--- src/rtl/tt_um_cmpt_capture.sv ---
// Timestamp capture stage: extends the upstream 8-bit counter with a wrap epoch.
// It also queues one {epoch, cmpt} stamp per synchronised event rising edge into a small FIFO.
module tt_um_cmpt_capture #(
    parameter int DEPTH       = 4,
    parameter int SYNC_STAGES = 2
) (
    input  logic                     clk,
    input  logic                     rst,
    input  logic [7:0]               cmpt,
    input  logic                     evt_in,
    input  logic                     ts_ready,
    input  logic                     clr_ovf,
    output logic [11:0]              ts_data,
    output logic                     ts_valid,
    output logic [$clog2(DEPTH):0]   ts_count,
    output logic                     ovf
);

    localparam int AW = $clog2(DEPTH);

    logic [7:0]             prev_cmpt;
    logic [3:0]             epoch;
    logic [SYNC_STAGES-1:0] sync;
    logic                   evt_d;
    logic [AW:0]            wr_ptr;
    logic [AW:0]            rd_ptr;
    logic [11:0]            mem [DEPTH];

    logic        wrap;
    logic        evt_s;
    logic        push;
    logic        pop;
    logic        full;
    logic        do_write;
    logic        drop;
    logic [11:0] stamp;
    logic [AW:0] count_next;

    assign wrap     = (prev_cmpt == 8'hFF) && (cmpt == 8'h00);
    assign evt_s    = sync[SYNC_STAGES-1];
    assign push     = evt_s & ~evt_d;
    assign pop      = ts_valid & ts_ready;
    assign full     = (wr_ptr == {~rd_ptr[AW], rd_ptr[AW-1:0]});
    // A pop in the same cycle frees the head slot, so a push into a full FIFO still lands.
    assign do_write = push & (~full | pop);
    assign drop     = push & full & ~pop;
    // Same-cycle wrap is folded in so stamps stay monotonic across the rollover.
    assign stamp    = {epoch + {3'b000, wrap}, cmpt};
    assign ts_data  = ts_valid ? mem[rd_ptr[AW-1:0]] : 12'h000;

    always_comb begin
        count_next = ts_count;
        case ({do_write, pop})
            2'b10:   count_next = ts_count + 1'b1;
            2'b01:   count_next = ts_count - 1'b1;
            default: count_next = ts_count;
        endcase
    end

    always_ff @(posedge clk or posedge rst) begin
        if (rst) begin
            prev_cmpt <= 8'h00;
            epoch     <= 4'h0;
            sync      <= '0;
            evt_d     <= 1'b0;
            wr_ptr    <= '0;
            rd_ptr    <= '0;
            ts_count  <= '0;
            ts_valid  <= 1'b0;
            ovf       <= 1'b0;
        end else begin
            prev_cmpt <= cmpt;
            if (wrap) begin
                epoch <= epoch + 4'h1;
            end
            sync  <= {sync[SYNC_STAGES-2:0], evt_in};
            evt_d <= evt_s;
            if (do_write) begin
                wr_ptr <= wr_ptr + 1'b1;
            end
            if (pop) begin
                rd_ptr <= rd_ptr + 1'b1;
            end
            ts_count <= count_next;
            ts_valid <= (count_next != '0);
            if (drop) begin
                ovf <= 1'b1;
            end else if (clr_ovf) begin
                ovf <= 1'b0;
            end
        end
    end

    // Storage needs no reset; the pointers alone define which entries are live.
    always_ff @(posedge clk) begin
        if (do_write) begin
            mem[wr_ptr[AW-1:0]] <= stamp;
        end
    end

endmodule

--- config.mk ---
export PLATFORM = sky130hd
export DESIGN_NAME = tt_um_cmpt_capture
export DESIGN_NICKNAME = d
export VERILOG_FILES = /design/src/rtl/tt_um_cmpt_capture.sv
export SDC_FILE = /design/constraint.sdc
export NUM_CORES = 1
export LEC_CHECK = 0
export BUFFER_PORTS_ARGS = -buffer_cell sky130_fd_sc_hd__buf_2
export CORE_UTILIZATION = 59
export CTS_CLUSTER_SIZE = 25
export DETAILED_ROUTE_END_ITERATION = 12
export GPL_TIMING_DRIVEN = 0
export PLACE_DENSITY_LB_ADDON = 0.3
export SLEW_MARGIN = 25
export SYNTH_ARGS = -nofsm -noshare
export SYNTH_HDL_FRONTEND = slang
export SYNTH_SLANG_ARGS = --single-unit
--- constraint.sdc ---
create_clock -name clk -period 3.06 [get_ports clk]
set_input_delay 0 -clock clk [delete_from_list [all_inputs] [get_ports clk]]
set_output_delay 0 -clock clk [all_outputs]
set_load 0.02 [all_outputs]
; ---- Word-level counts from Yosys, hierarchy flattened
; Memories as Yosys holds them, arrays and structs flattened.
; Cells that the tools add are included.
; Widths: inputs -> output; s select.
[totals]
input_bits = 13
ff_bits = 26
wordCells = 40
ramBits = 48
mem_count = 1
[memory_table]
columns = memory, depth, word_bits, read_ports, rd_ports_with_merged_regs, write_ports, line_no
row1 = mem, 4, 12, 1, 0, 1, 27  ; logic [11:0] mem [DEPTH];
[op_classes]
n_eq_ne = 4
addsub = 6
n_mux = 6
reduce_logical = 4
n_bitwise = 10
[op_table]
columns = cell, n
row1 = $mux 12, 1
row2 = $add 3x1->3 const B, 3
row3 = $eq 8x8->1 const B, 1
row4 = $logic_not 8->1, 1
row5 = $pmux 3 s2, 1
row6 = $and 1x1->1, 5
row7 = $add 4x1->4, 1
row8 = $add 4x1->4 const B, 1
row9 = $mux 1, 4
row10 = $not 1->1, 4
row11 = $eq 3x3->1, 1
row12 = $reduce_bool 3->1, 1
row13 = $sub 3x1->3 const B, 1
row14 = $eq 2x1->1 const B, 1
row15 = $eq 2x2->1 const B, 1
row16 = $reduce_bool 2->1, 1
row17 = $logic_and 1x1->1, 1
row18 = $or 1x1->1, 1

; ---- Depth between registers and ports, before layout
[logic_depth]
depth_word = 8
ltp_mapped = 6
mapped_depth_nobuf = 6

; ---- Worst setup path before layout
; OpenSTA, ideal clock, no wires.
[synth_path]
path_kind = reg-to-reg
start = reg ts_valid
end = mem mem[3][0] (enable)
setup_time_ns = 0.362
arrival_ns = 1.533
path_buffers = 0
required_ns = 2.698
slack_ns = 1.165
stages_incl_launch_ff = 4
path_cell_list = dfrtp_1 -> nand2_1 -> a41oi_1 -> and2_1
[synth_between]
elab_chain_cells = 5
[synth_rtl]
columns = element, line_no
row1 = "start, declared", 14  ; output logic ts_valid,
row2 = "start signal, assigned", 85  ; ts_valid <= (count_next != '0);
row3 = $and 1x1->1, 42  ; assign pop = ts_valid & ts_ready;
row4 = $or 1x1->1, 45  ; assign do_write = push & (~full | pop);
row5 = $and 1x1->1, 45
row6 = $mux 1, 96  ; if (do_write) begin
row7 = $mux 1 (not written as such), 97  ; mem[wr_ptr[AW-1:0]] <= stamp;
row8 = "end, declared", 27
; No other way between the ends.

; ---- Worst setup path after layout
[layout_path]
start = in cmpt[0]
end = mem mem[3][10] (data pin)
[layout_between]
elab_chain_cells = 3
[layout_rtl]
columns = element, line_no
row1 = "start, declared", 9  ; input logic [7:0] cmpt,
row2 = $logic_not 8->1, 39  ; assign wrap = (prev_cmpt == 8'hFF) && (cmpt == 8'h00);
row3 = $logic_and 1x1->1, 39
row4 = via wrap, 29  ; logic wrap;
row5 = $add 4x1->4, 48  ; assign stamp = {epoch + {3'b000, wrap}, cmpt};
row6 = via stamp[10], 36  ; logic [11:0] stamp;
; The timed path passes the listed nets, and every way through them passes these cells.

==> impl_metrics.yaml <==
clock_tree:
  path_clk_slew_ns: 0.07
  htreeDepth: 3
  cts_sinks: 74
  cts.repair.resized: 0
  cts-buffers-inserted: 9
  clk_latency_ns: 0.33
  cts_tree: "done"
  post_cts_buffers: 0
  clockBufferDepth: 2
  root_buffer: "clkbuf_8"
sta:
  setup_viol: 0
  finalSetupTns_ns: 0
  hold_ws_ns: 0.2560
  hold_viol_final: 0
  fin_crit_ns: 2.256
  finClkSkew_ns: 0.007188
  slew_viol_final: 0
  timing.fmax_mhz: 443.2
  rsz0062_at_grt: "false"
  slew-limit-headroom_pct: 53.08
  tightest_slew_ns: 0.6950
  finalCritPeriodShare_pct: 73.74
grt:
  grt_usage_pct: 21.73
  overflow: 0
  grt_pass1_wl_um: 8045
  antenna_found_initial: 0
  grt_pass1_vias: 1675
  grt_max_degree: 27
final_layout:
  multi_input_area_um2: 867.1
  nets: 247
  area_growth_pct: 17.26
  fillerInstances: 329
  antenna_cells: 0
  regArea_mm2: 0.002092
  drive_above_1_share_pct: 27.83
drt:
  wire_per_inst_um: 17.41
  via_per_inst: 5.444
  initialDrtViolationCount: 131
  ant_nets: 0
  via_count: 1617
  dr.pass1.iters: 4
  drc: 0
  wl_um: 5170
synthesis:
  synthFlopType: "edfxtp_1"
  synth_warnings: 0
  ys_async_sr_fraction_pct: 35.14
  ys_seq_area_share_pct: 69.55
  syn-num-nets: 195
  synthCells: 173
  yosys_register_bits: 74
  syn_area_mm2: 0.003008
  ys_types: 31
  syn_area_per_cell_um2: 17.39
  synth_edf_count: 48
worst_setup_path:
  regToRegSetupSlack_ns: 0.82
  crit_required_ns: 3.19
  cp-start-kind: "input pin"
  end_kind: "flop"
  path_max_fanout: 6
  r2r_cells: 4
  path_class: "in -> reg"
  r2r_end: "mem[3][8]"
  reg2reg_from: "rd_ptr[0]"
  cp.arrival_ns: 2.39
pwr:
  p_leak_nw: 1.371
  powerDensity_mw_per_mm2: 856.1
  vdd_drop_max_uv: 497.4
place:
  hpwl_um: 3391
  port_buffers: 29
  routabilityCongestion: 0.8581
die:
  die_area_mm2: 0.005388
  core-area_mm2: 0.004817
  initial_core_util_pct: 62.44
  die_h_um: 73.40
  dieWidth_um: 73.40
  rows: 25
  boundaryPins: 30
outcome:
  status: "complete, no violations"
hold_path:
  hold_class: "in -> async"
run:
  cap_violations: 0
-- through the flow --
stage	worst slack, ns	instance area, µm²	power, mW	cells	utilization, %
finish	0.8036	3527	3.019	297	73.22
global route	0.6442	3527	3.175	297	73.22
CTS	0.7809	3527	3.033	297	73.22
detailed placement	0.7931	3237	2.388	269	67.19
global placement	0.8684	3237	2.331	269	67.19
floorplan	1.165	3008	2.091	173	-
-- power breakdown --
part | internal [mW] | leakage (nW) | switching (mW)
sequential | 1.22 | 0.747 | 0.0806
combinational | 0.471 | 0.541 | 0.602
clock | 0.308 | 0.0831 | 0.339
-- flip-flops by register name, indices dropped and copies added (netlist names) --
name and cells:
ovf 1, wr_ptr 3, evt_d 1, ts_valid 1, rd_ptr 3, mem 48, prev_cmpt 8, ts_count 3
epoch 4, sync 2
-- critical path, cell delays in order --
cell           delay, ns
dlygate4sd3_1       0.54
buf_2               0.16
or4_4               0.53
nor4_4              0.47
ha_1                0.26
ha_1                0.17
xor2_1              0.26
-- worst max path at each step --
stage / to / startpoint / slack, ns
after floorplan: mem[3][0] / ts_valid / 1.17
after global placement: mem[3][4] / rd_ptr[0] / 0.87
after detailed placement: mem[3][5] / rd_ptr[0] / 0.79
after CTS: mem[3][10] / rd_ptr[0] / 0.78
after global routing: mem[3][10] / rd_ptr[0] / 0.64
final: mem[3][10] / cmpt[0] / 0.80
-- Yosys cell counts (2+ instances only) --
| library cell | instances | area, µm² |
|---|---|---|
| mux2_2 | 2 | 22.52 |
| nor4_1 | 2 | 12.51 |
| ha_1 | 8 | 100.1 |
| buf_2 | 3 | 15.01 |
| nand4_1 | 3 | 18.77 |
| inv_1 | 7 | 26.28 |
| or4_4 | 2 | 22.52 |
| xnor2_1 | 10 | 87.58 |
| dfrtp_1 | 26 | 650.6 |
| a21oi_1 | 2 | 10.01 |
| nand3_1 | 4 | 20.02 |
| xor2_1 | 6 | 52.55 |
| mux4_2 | 12 | 270.3 |
| edfxtp_1 | 48 | 1441 |
| nand2_1 | 6 | 22.52 |
| o22ai_1 | 2 | 12.51 |
| and2_1 | 16 | 100.1 |
-- layer usage --
metal	global-route usage (%)	wire length, µm	up-vias
met1	27.76	2187	816
met4	11.54	129	0
met5	0	0	-
met3	3.704	151	13
met2	36.01	2701	35
li1	-	-	753
-- what timing repair did --
action,in CTS,in global routing
endpoints found under the hold margin,69,0
hold buffers,12,0
setup endpoints to repair,0,0
-- cells by family after synthesis --
family / synth area share [%]
adder cells (fa/ha/maj): 3.994
AND/OR/NAND/NOR: 8.070
XOR/XNOR: 4.659
buffers and inverters: 1.622
multiplexers: 10.07
AO/OA/AOI/OAI: 2.038
flip-flops: 69.55
-- cells in the final DEF, fill, tap and decap left out, drive strengths merged --
master        n
o21a          1
and4          1
o311ai        1
nor4          3
and2         16
dlygate4sd3  12
mux2          2
clkinvlp      2
clkinv        4
clkbuf       11
nor2          1
fa            1
o31a          1
nand3         4
a21oi         2
nand2b        1
buf          33
mux2i         1
xor2          6
nor2b         1
edfxtp       48
ha            8
or4           2
nand4         3
dfrtp        26
o21ai         1
mux4         12
o22ai         2
xnor2        10
a41oi         1
inv           7
nand2         6
-- layout make-up --
class | instances | share of cell area [%]
multi-input combinational | 87 | 24.58
tap | 67 | 2.377
buffer | 5 | 0.6385
timing repair buffer | 41 | 7.520
clock buffer | 10 | 3.902
sequential | 74 | 59.31
inverter | 7 | 0.7449
clock inverter | 6 | 0.9223
Note: power is estimated with default switching activity, not from simulation.
